## src/rtl/timer_generic.sv

```systemverilog
// timer_generic
//   Parametrised timer/counter channel: free-running prescaler, Normal /
//   CTC / Fast-PWM counting, write-one-to-clear overflow and compare flags,
//   and per-source interrupt requests.
//
//   Optional feature macro: TIMER_PWM_EN
//     defined   : OC_out waveform output, COM field in TCCR, OCR double
//                 buffering in Fast PWM.
//     undefined : no OC_out port, WGM 10 counts as Normal, TCCR[6:5] read 0.
//
// Ports
//   sysClock            system clock, all state changes on its rising edge
//   rst_n               asynchronous active-low reset
//   TCNT_input/_we      counter load (wins over a tick in the same cycle)
//   OCR_input/_we       compare buffer load
//   TCCR_input/_we      control: [2:0] CS, [4:3] WGM, [6:5] COM, [7] reserved
//   TIMSK_input/_we     interrupt masks: [0] TOIE, [1] OCIE
//   TIFR_input/_we      write-one-to-clear mask: [0] TOV, [1] OCF
//   TCNT_output         counter value
//   OCR_output          compare buffer value
//   TCCR_output         control register, bit 7 reads 0
//   TIMSK_output        mask register
//   TIFR_output         flag register
//   irq_ovf / irq_comp  flag AND mask, combinational
//   OC_out              waveform output (TIMER_PWM_EN only)

module timer_generic #(
  parameter int WIDTH         = 8,
  parameter int PRESCALE_BITS = 10
) (
  input  logic             sysClock,
  input  logic             rst_n,
  input  logic [WIDTH-1:0] TCNT_input,
  input  logic             TCNT_write_enable,
  input  logic [WIDTH-1:0] OCR_input,
  input  logic             OCR_write_enable,
  input  logic [7:0]       TCCR_input,
  input  logic             TCCR_write_enable,
  input  logic [1:0]       TIMSK_input,
  input  logic             TIMSK_write_enable,
  input  logic [1:0]       TIFR_input,
  input  logic             TIFR_write_enable,
  output logic [WIDTH-1:0] TCNT_output,
  output logic [WIDTH-1:0] OCR_output,
  output logic [7:0]       TCCR_output,
  output logic [1:0]       TIMSK_output,
  output logic [1:0]       TIFR_output,
  output logic             irq_ovf,
  output logic             irq_comp
`ifdef TIMER_PWM_EN
  ,
  output logic             OC_out
`endif
);

  localparam logic [WIDTH-1:0] MAX = {WIDTH{1'b1}};

  localparam logic [1:0] WGM_CTC  = 2'b01;
  localparam logic [1:0] WGM_FPWM = 2'b10;

  // Clock-select decode: a divided tick fires when the low log2(N)
  // prescaler bits are all ones, so every divider shares one counter.
  function automatic logic tick_sel(input logic [2:0] sel, input logic [9:0] pre);
    case (sel)
      3'b001:  tick_sel = 1'b1;
      3'b010:  tick_sel = &pre[2:0];
      3'b011:  tick_sel = &pre[5:0];
      3'b100:  tick_sel = &pre[7:0];
      3'b101:  tick_sel = &pre[9:0];
      default: tick_sel = 1'b0;
    endcase
  endfunction

  logic [PRESCALE_BITS-1:0] presc;
  logic [WIDTH-1:0]         tcnt;
  logic [WIDTH-1:0]         tcnt_nxt;
  logic [WIDTH-1:0]         ocr_buf;
  logic [WIDTH-1:0]         cmp_val;
  logic [2:0]               cs;
  logic [1:0]               wgm;
  logic [1:0]               timsk;
  logic [1:0]               tifr;
  logic [1:0]               tifr_nxt;
  logic [1:0]               tifr_clr;
  logic                     tick;
  logic                     step;
  logic                     match;
  logic                     wrap;
  logic                     pwm_mode;
  logic                     unused_tccr;

  assign tick  = tick_sel(cs, presc[9:0]);
  // A CPU write to TCNT suppresses the tick update and its flags.
  assign step  = tick & ~TCNT_write_enable;
  assign match = step & (tcnt == cmp_val);
  assign wrap  = step & (tcnt == MAX);

`ifdef TIMER_PWM_EN
  logic [WIDTH-1:0] ocr_act;
  logic [1:0]       com;
  logic             oc;
  logic             oc_nxt;

  assign pwm_mode = (wgm == WGM_FPWM);
  // Fast PWM compares against the latched copy; other modes see the buffer.
  assign cmp_val  = pwm_mode ? ocr_act : ocr_buf;

  always_comb begin
    oc_nxt = oc;
    if (com == 2'b00) begin
      oc_nxt = 1'b0;
    end else if (pwm_mode) begin
      // Wrap is tested first so it wins when OCR == MAX.
      case (com)
        2'b10: begin
          if (wrap)       oc_nxt = 1'b1;
          else if (match) oc_nxt = 1'b0;
        end
        2'b11: begin
          if (wrap)       oc_nxt = 1'b0;
          else if (match) oc_nxt = 1'b1;
        end
        default: oc_nxt = 1'b0;
      endcase
    end else if (match) begin
      case (com)
        2'b01:   oc_nxt = ~oc;
        2'b10:   oc_nxt = 1'b0;
        default: oc_nxt = 1'b1;
      endcase
    end
  end

  always_ff @(posedge sysClock or negedge rst_n) begin
    if (!rst_n) begin
      ocr_act <= '0;
      com     <= 2'b00;
      oc      <= 1'b0;
    end else begin
      if (pwm_mode) begin
        if (wrap) ocr_act <= ocr_buf;
      end else begin
        ocr_act <= OCR_write_enable ? OCR_input : ocr_buf;
      end
      if (TCCR_write_enable) com <= TCCR_input[6:5];
      oc <= oc_nxt;
    end
  end

  assign OC_out      = oc;
  assign TCCR_output = {1'b0, com, wgm, cs};
  assign unused_tccr = TCCR_input[7];
`else
  assign pwm_mode    = 1'b0;
  assign cmp_val     = ocr_buf;
  assign TCCR_output = {3'b000, wgm, cs};
  assign unused_tccr = ^TCCR_input[7:5];
`endif

  always_comb begin
    tcnt_nxt = tcnt;
    if (TCNT_write_enable) begin
      tcnt_nxt = TCNT_input;
    end else if (step) begin
      if ((wgm == WGM_CTC) && match) tcnt_nxt = '0;
      else                           tcnt_nxt = tcnt + WIDTH'(1);
    end
  end

  // Hardware set is ORed in after the clear, so a simultaneous set wins.
  assign tifr_clr = TIFR_write_enable ? TIFR_input : 2'b00;
  assign tifr_nxt = (tifr & ~tifr_clr) | {match, wrap};

  always_ff @(posedge sysClock or negedge rst_n) begin
    if (!rst_n) begin
      presc   <= '0;
      tcnt    <= '0;
      ocr_buf <= '0;
      cs      <= 3'b000;
      wgm     <= 2'b00;
      timsk   <= 2'b00;
      tifr    <= 2'b00;
    end else begin
      presc <= presc + PRESCALE_BITS'(1);
      tcnt  <= tcnt_nxt;
      if (OCR_write_enable) ocr_buf <= OCR_input;
      if (TCCR_write_enable) begin
        cs  <= TCCR_input[2:0];
        wgm <= TCCR_input[4:3];
      end
      if (TIMSK_write_enable) timsk <= TIMSK_input;
      tifr <= tifr_nxt;
    end
  end

  assign TCNT_output  = tcnt;
  assign OCR_output   = ocr_buf;
  assign TIMSK_output = timsk;
  assign TIFR_output  = tifr;
  assign irq_ovf      = tifr[0] & timsk[0];
  assign irq_comp     = tifr[1] & timsk[1];

endmodule

```

## config.mk

```make
export PLATFORM = sky130hd
export DESIGN_NAME = timer_generic
export DESIGN_NICKNAME = d
export VERILOG_FILES = /design/src/rtl/timer_generic.sv
export SDC_FILE = /design/constraint.sdc
export NUM_CORES = 1
export LEC_CHECK = 0
export BUFFER_PORTS_ARGS = -buffer_cell sky130_fd_sc_hd__buf_2
export CAP_MARGIN = 10
export CORE_MARGIN = 4
export CORE_UTILIZATION = 49
export DETAILED_ROUTE_END_ITERATION = 7
export PLACE_DENSITY = 0.88
export SYNTH_ARGS = -nofsm -noshare
export SYNTH_HDL_FRONTEND = slang
export SYNTH_SLANG_ARGS = --single-unit
export TNS_END_PERCENT = 5
```

## constraint.sdc

```tcl
create_clock -name sysClock -period 2.9 [get_ports sysClock]
set_clock_uncertainty 0.1 [all_clocks]
set_input_delay 0.58 -clock sysClock [delete_from_list [all_inputs] [get_ports sysClock]]
set_output_delay 0.58 -clock sysClock [all_outputs]
set_load 0.1 [all_outputs]
```

[Word level (Yosys, flattened, before mapping)]
Index checks and enable logic that the tools add are counted.
Word-level totals
  bits in registers: 35
  input port bits: 35
  output and inout port bits: 30
  word-level logic and storage cells: 37
Operators by class
  $add $sub $neg: 2
  equality and inequality tests: 8
  muxes and demuxes: 5
  bitwise operators: 9
  reduce and logical (&&, ||, !) cells: 6
Operators by type and width (number)
  8-bit 2-to-1 mux: 3
  10-bit by 1-bit adder with 10-bit output, second input constant: 1
  10-bit AND reduction: 1
  8-bit by 1-bit adder with 8-bit output, second input constant: 1
  8-bit == test: 1
  8-bit == test, second input constant: 1
  8-bit AND reduction: 1
  3-bit by 2-bit == test with 1-bit output, second input constant: 2
  3-bit == test, second input constant: 2
  6-bit AND reduction: 1
  1-bit bitwise AND: 5
  1-bit one-hot mux with 5 select lines: 1
  3-bit by 1-bit == test with 1-bit output, second input constant: 1
  3-bit AND reduction: 1
  2-bit bitwise AND: 1
  2-bit by 1-bit == test with 1-bit output, second input constant: 1
  2-bit 2-to-1 mux: 1
  2-bit inverter: 1
  2-bit OR: 1
  2-bit nonzero test: 1
  1-bit logical AND: 1
  1-bit inverter: 1

[Longest topological paths before layout]
  word-level depth: 8
  depth in mapped cells: 8
  gate-level depth less buffers: 7

[Worst setup path after synthesis]
Ideal clock, no wire load.
  path type: flip-flop to flip-flop
  start point: register tcnt[4], in the netlist TCNT_output[4]
  end point: register tcnt[3], in the netlist TCNT_output[3]
  arrival: 2.509 ns
  required time: 2.673 ns
  setup slack: 0.164 ns
  stages on the path, launching flop included: 8
  period minus slack after synthesis: 2.736 ns
  path through: dfrtp_1 buf_2 xor2_1 nor4_2 nand4b_1 clkbuf_1 a22o_1 a221o_1
On the way
  word-level cells in the longest chain between the ends: 6
Ends and longest elaborated chain
  start: declaration: RTL line 75  | logic [WIDTH-1:0] tcnt;
  start signal: assignment: RTL line 185  | tcnt <= tcnt_nxt;
  8-bit == test: RTL line 95  | assign match = step & (tcnt == cmp_val);
  1-bit bitwise AND: RTL line 95
  1-bit logical AND: RTL line 165  | if ((wgm == WGM_CTC) && match) tcnt_nxt = '0;
  8-bit 2-to-1 mux: RTL line 165
  8-bit 2-to-1 mux: RTL line 164  | end else if (step) begin
  8-bit 2-to-1 mux: RTL line 162  | if (TCNT_write_enable) begin
Every way passes these cells. The select of a mux whose other input is x is not followed.
A chain may end at the register's enable or synchronous reset.

[Final worst setup path]
  start point: register tcnt[2], in the netlist TCNT_output[2]
  end point: register tcnt[4], in the netlist TCNT_output[4]
On the way
  word-level cells in the longest chain between the ends: 6
Ends and longest elaborated chain (RTL line)
  parallel branches: the longest is 3 deep, another holds 8-bit by 1-bit adder with 8-bit output
  8-bit 2-to-1 mux *: 165
  8-bit 2-to-1 mux *: 164
  8-bit 2-to-1 mux *: 162
Mark *: on every way between the ends. The select of a mux whose other input is x is not followed.

==> flow_metrics.py <==
metrics = {
    "sta": {
        "finalWorstPathRequiredPeriod_ps": 2423,
        "relSlewSlack_pct": 50.55,
        "timing.setup.tns_ps": 0,
        "report.final.slew_viol_count": 0,
        "fin_crit_sh_pct": 83.57,
        "finalSetupViolCount": 0,
        "max_freq_mhz": 412.6,
        "hold_violations": 0,
        "worst_slew_pin_slew_ps": 741.7,
        "rsz0062_at_grt": "false",
    },
    "critical_path": {
        "crit_path_end_kind": "flip-flop",
        "crit_arrival_ps": 2540,
        "start_kind": "flip-flop",
        "worstSetupPathType": "flip-flop to flip-flop",
        "path_max_fanout": 14,
        "reg2reg_from": "TCNT_output[2]",
        "crit_path_start": "TCNT_output[2]",
        "required_ps": 3020,
    },
    "yosys": {
        "yosysWarnings": 0,
        "avgSynthCellArea_um2": 11.04,
        "yosys.area.top_type": "dfrtp_1",
        "yosysMostFrequentCell": "dfrtp_1",
        "synthCells": 161,
        "synth_cell_types": 41,
        "synth_edf_count": 0,
        "yosysTopAreaCellShare_pct": 49.26,
        "ys_dominant_reg_cell": "dfrtp_1",
        "synth_seq_area_share_pct": 49.26,
        "syn_area_mm2": 0.001778,
        "netlist_top_cells_area": "dfrtp_1 49%, mux2_2 9.5%, xor2_1 4.4%",
        "synthArstFlopShare_pct": 100.0,
        "ys_ff_latch": 35,
        "yosys-top-cells-count": "35 x dfrtp_1, 15 x mux2_2, 12 x nand2_1, 10 x nor2_1, 9 x xor2_1",
    },
    "pwr": {
        "power_density_mw_per_mm2": 628.3,
        "power.leakage_uw": 0.001051,
        "peakVddDrop_uv": 343.7,
        "total_power_uw": 1350,
    },
    "floorplanning": {
        "initial_core_util_pct": 52.05,
        "rows": 21,
        "core_mm2": 0.003416,
        "ios": 65,
        "die_w_um": 68.24,
        "die_area_mm2": 0.004656,
        "die_h_um": 68.24,
    },
    "clock_network": {
        "cts_sinks": 35,
        "clk_latency_ps": 320,
        "clkTransAtPathRegs_ps": 100,
        "cts_setup_buffers": 0,
        "cts_resized": 0,
        "cts_tree": "done",
        "h-tree-depth": 2,
        "numCtsBuffers": 5,
        "root_buffer": "clkbuf_4",
        "clk_path_buf_depth": 2,
        "hold_buffers": 0,
    },
    "drt": {
        "wire_per_inst_um": 14.26,
        "drc_errors": 0,
        "drt_wl_total_um": 3793,
        "ant_nets": 0,
        "drtIter0Drc": 80,
        "vias_per_cell": 5.508,
        "vias": 1465,
        "drt-pass1-iter-count": 4,
    },
    "cells_and_area": {
        "n_antenna_cell": 0,
        "fin_nets": 257,
        "area_growth_pct": 20.83,
        "fin_util_pct": 62.89,
        "drive_gt1_share_pct": 37.73,
    },
    "flow_run": {
        "maxCapViolCount": 0,
    },
    "min_path": {
        "min_path_type": "input pin to asynchronous set/reset pin",
    },
    "grt": {
        "gr-usage-met2_pct": 28.76,
        "use_met3_pct": 4.598,
        "met1_usage_pct": 21.59,
        "grt_pass1_wl_um": 6099,
        "grt_start_max_net_pins": 36,
        "antenna_found_initial": 0,
        "grt_usage_pct": 17.80,
        "grt_pass1_vias": 1378,
        "grt_busiest_layer": "met2",
        "grt-ovfl-total": 0,
    },
    "placement": {
        "dp.final_hpwl_um": 2841,
        "portBuffers": 58,
        "gp_congestion": 0.8074,
    },
    "run_status": {
        "status": "completed",
    },
}
-- critical path, cell delays in order, from the launching register on --
cell,delay (ps)
dfrtp_1,480
xor2_1,190
nor4_1,390
nand4b_1,500
and4_1,400
a221o_1,250
-- metrics by stage --
step / area, um2 / worst slack (ps) / hold WS (ps) / std cells
5_1_grt: 2148 / 328.6 / 263.7 / 266
2_1_floorplan: 1785 / 163.7 / 184.4 / 163
6_report: 2148 / 476.5 / 212.4 / 266
3_3_place_gp: 2079 / 540.7 / 362.7 / 258
3_5_place_dp: 2079 / 512.7 / 362.3 / 258
4_1_cts: 2148 / 498.4 / 219.2 / 266
-- cell type report --
type | instances | area (um2)
clock buffers | 8 | 68.82
inverters | 5 | 18.77
fillers | 296 | 1267
well taps | 46 | 57.56
flip-flops and latches | 35 | 875.8
repair buffers | 58 | 290.3
multi-input cells | 114 | 837.1
-- final timing paths --
kind,end,slack [ps],depth (start not counted)
worst max-delay path,TCNT_output[4],480,5
worst min-delay path,TCNT_output[7],210,1
worst max register to register,TCNT_output[4],480,5
worst min register to register,presc[4],380,1
max in group asynchronous,TIMSK_output[1],2020,1
min in group sysClock,TCNT_output[6],370,3
-- cell families (layout without fill, tap and decap cells) --
kind of cell,count (synthesis),in the layout,synth area share (%)
AO/OA/AOI/OAI,21,21,9.500
XOR/XNOR,15,15,7.389
adder cells (fa/ha/maj),3,3,2.111
buffers and inverters,14,71,4.081
flip-flops,35,35,49.26
multiplexers,15,15,9.500
other,1,3,0.2109
AND/OR/NAND/NOR,57,57,17.95
-- power breakdown --
group,total (uW),switching (uW),internal (uW)
sequential,579,54.0,525
combinational,480,380,100
clock,291,148,143
total,1350,582,768
-- layout by cell type (no fill, tap or decap), types with 3 or more instances in the layout --
cell       n
clkbuf_4   5
nand4_1    4
buf_2     58
nor2_1    10
nor3_1     3
dfrtp_1   35
nand2_1   12
inv_1      4
xnor2_1    6
conb_1     3
and3_1     6
mux2_2    15
ha_1       3
nand3_1    7
a31oi_1    3
a22o_1     4
xor2_1     9
a221o_1    4
-- layer usage --
metal | wire [um] | up-vias
met3 | 279 | 4
met2 | 1868 | 59
li1 | - | 700
met4 | 42 | 0
met1 | 1603 | 702
met5 | 0 | -
-- state kept, by name, indices dropped and copies added, names as in the netlist --
signal and cells:
cs 3, OCR_output 8, TCNT_output 8, TIFR_output 2
TIMSK_output 2, wgm 2, presc 10
No activity file was read; power rests on OpenSTA's default activity.
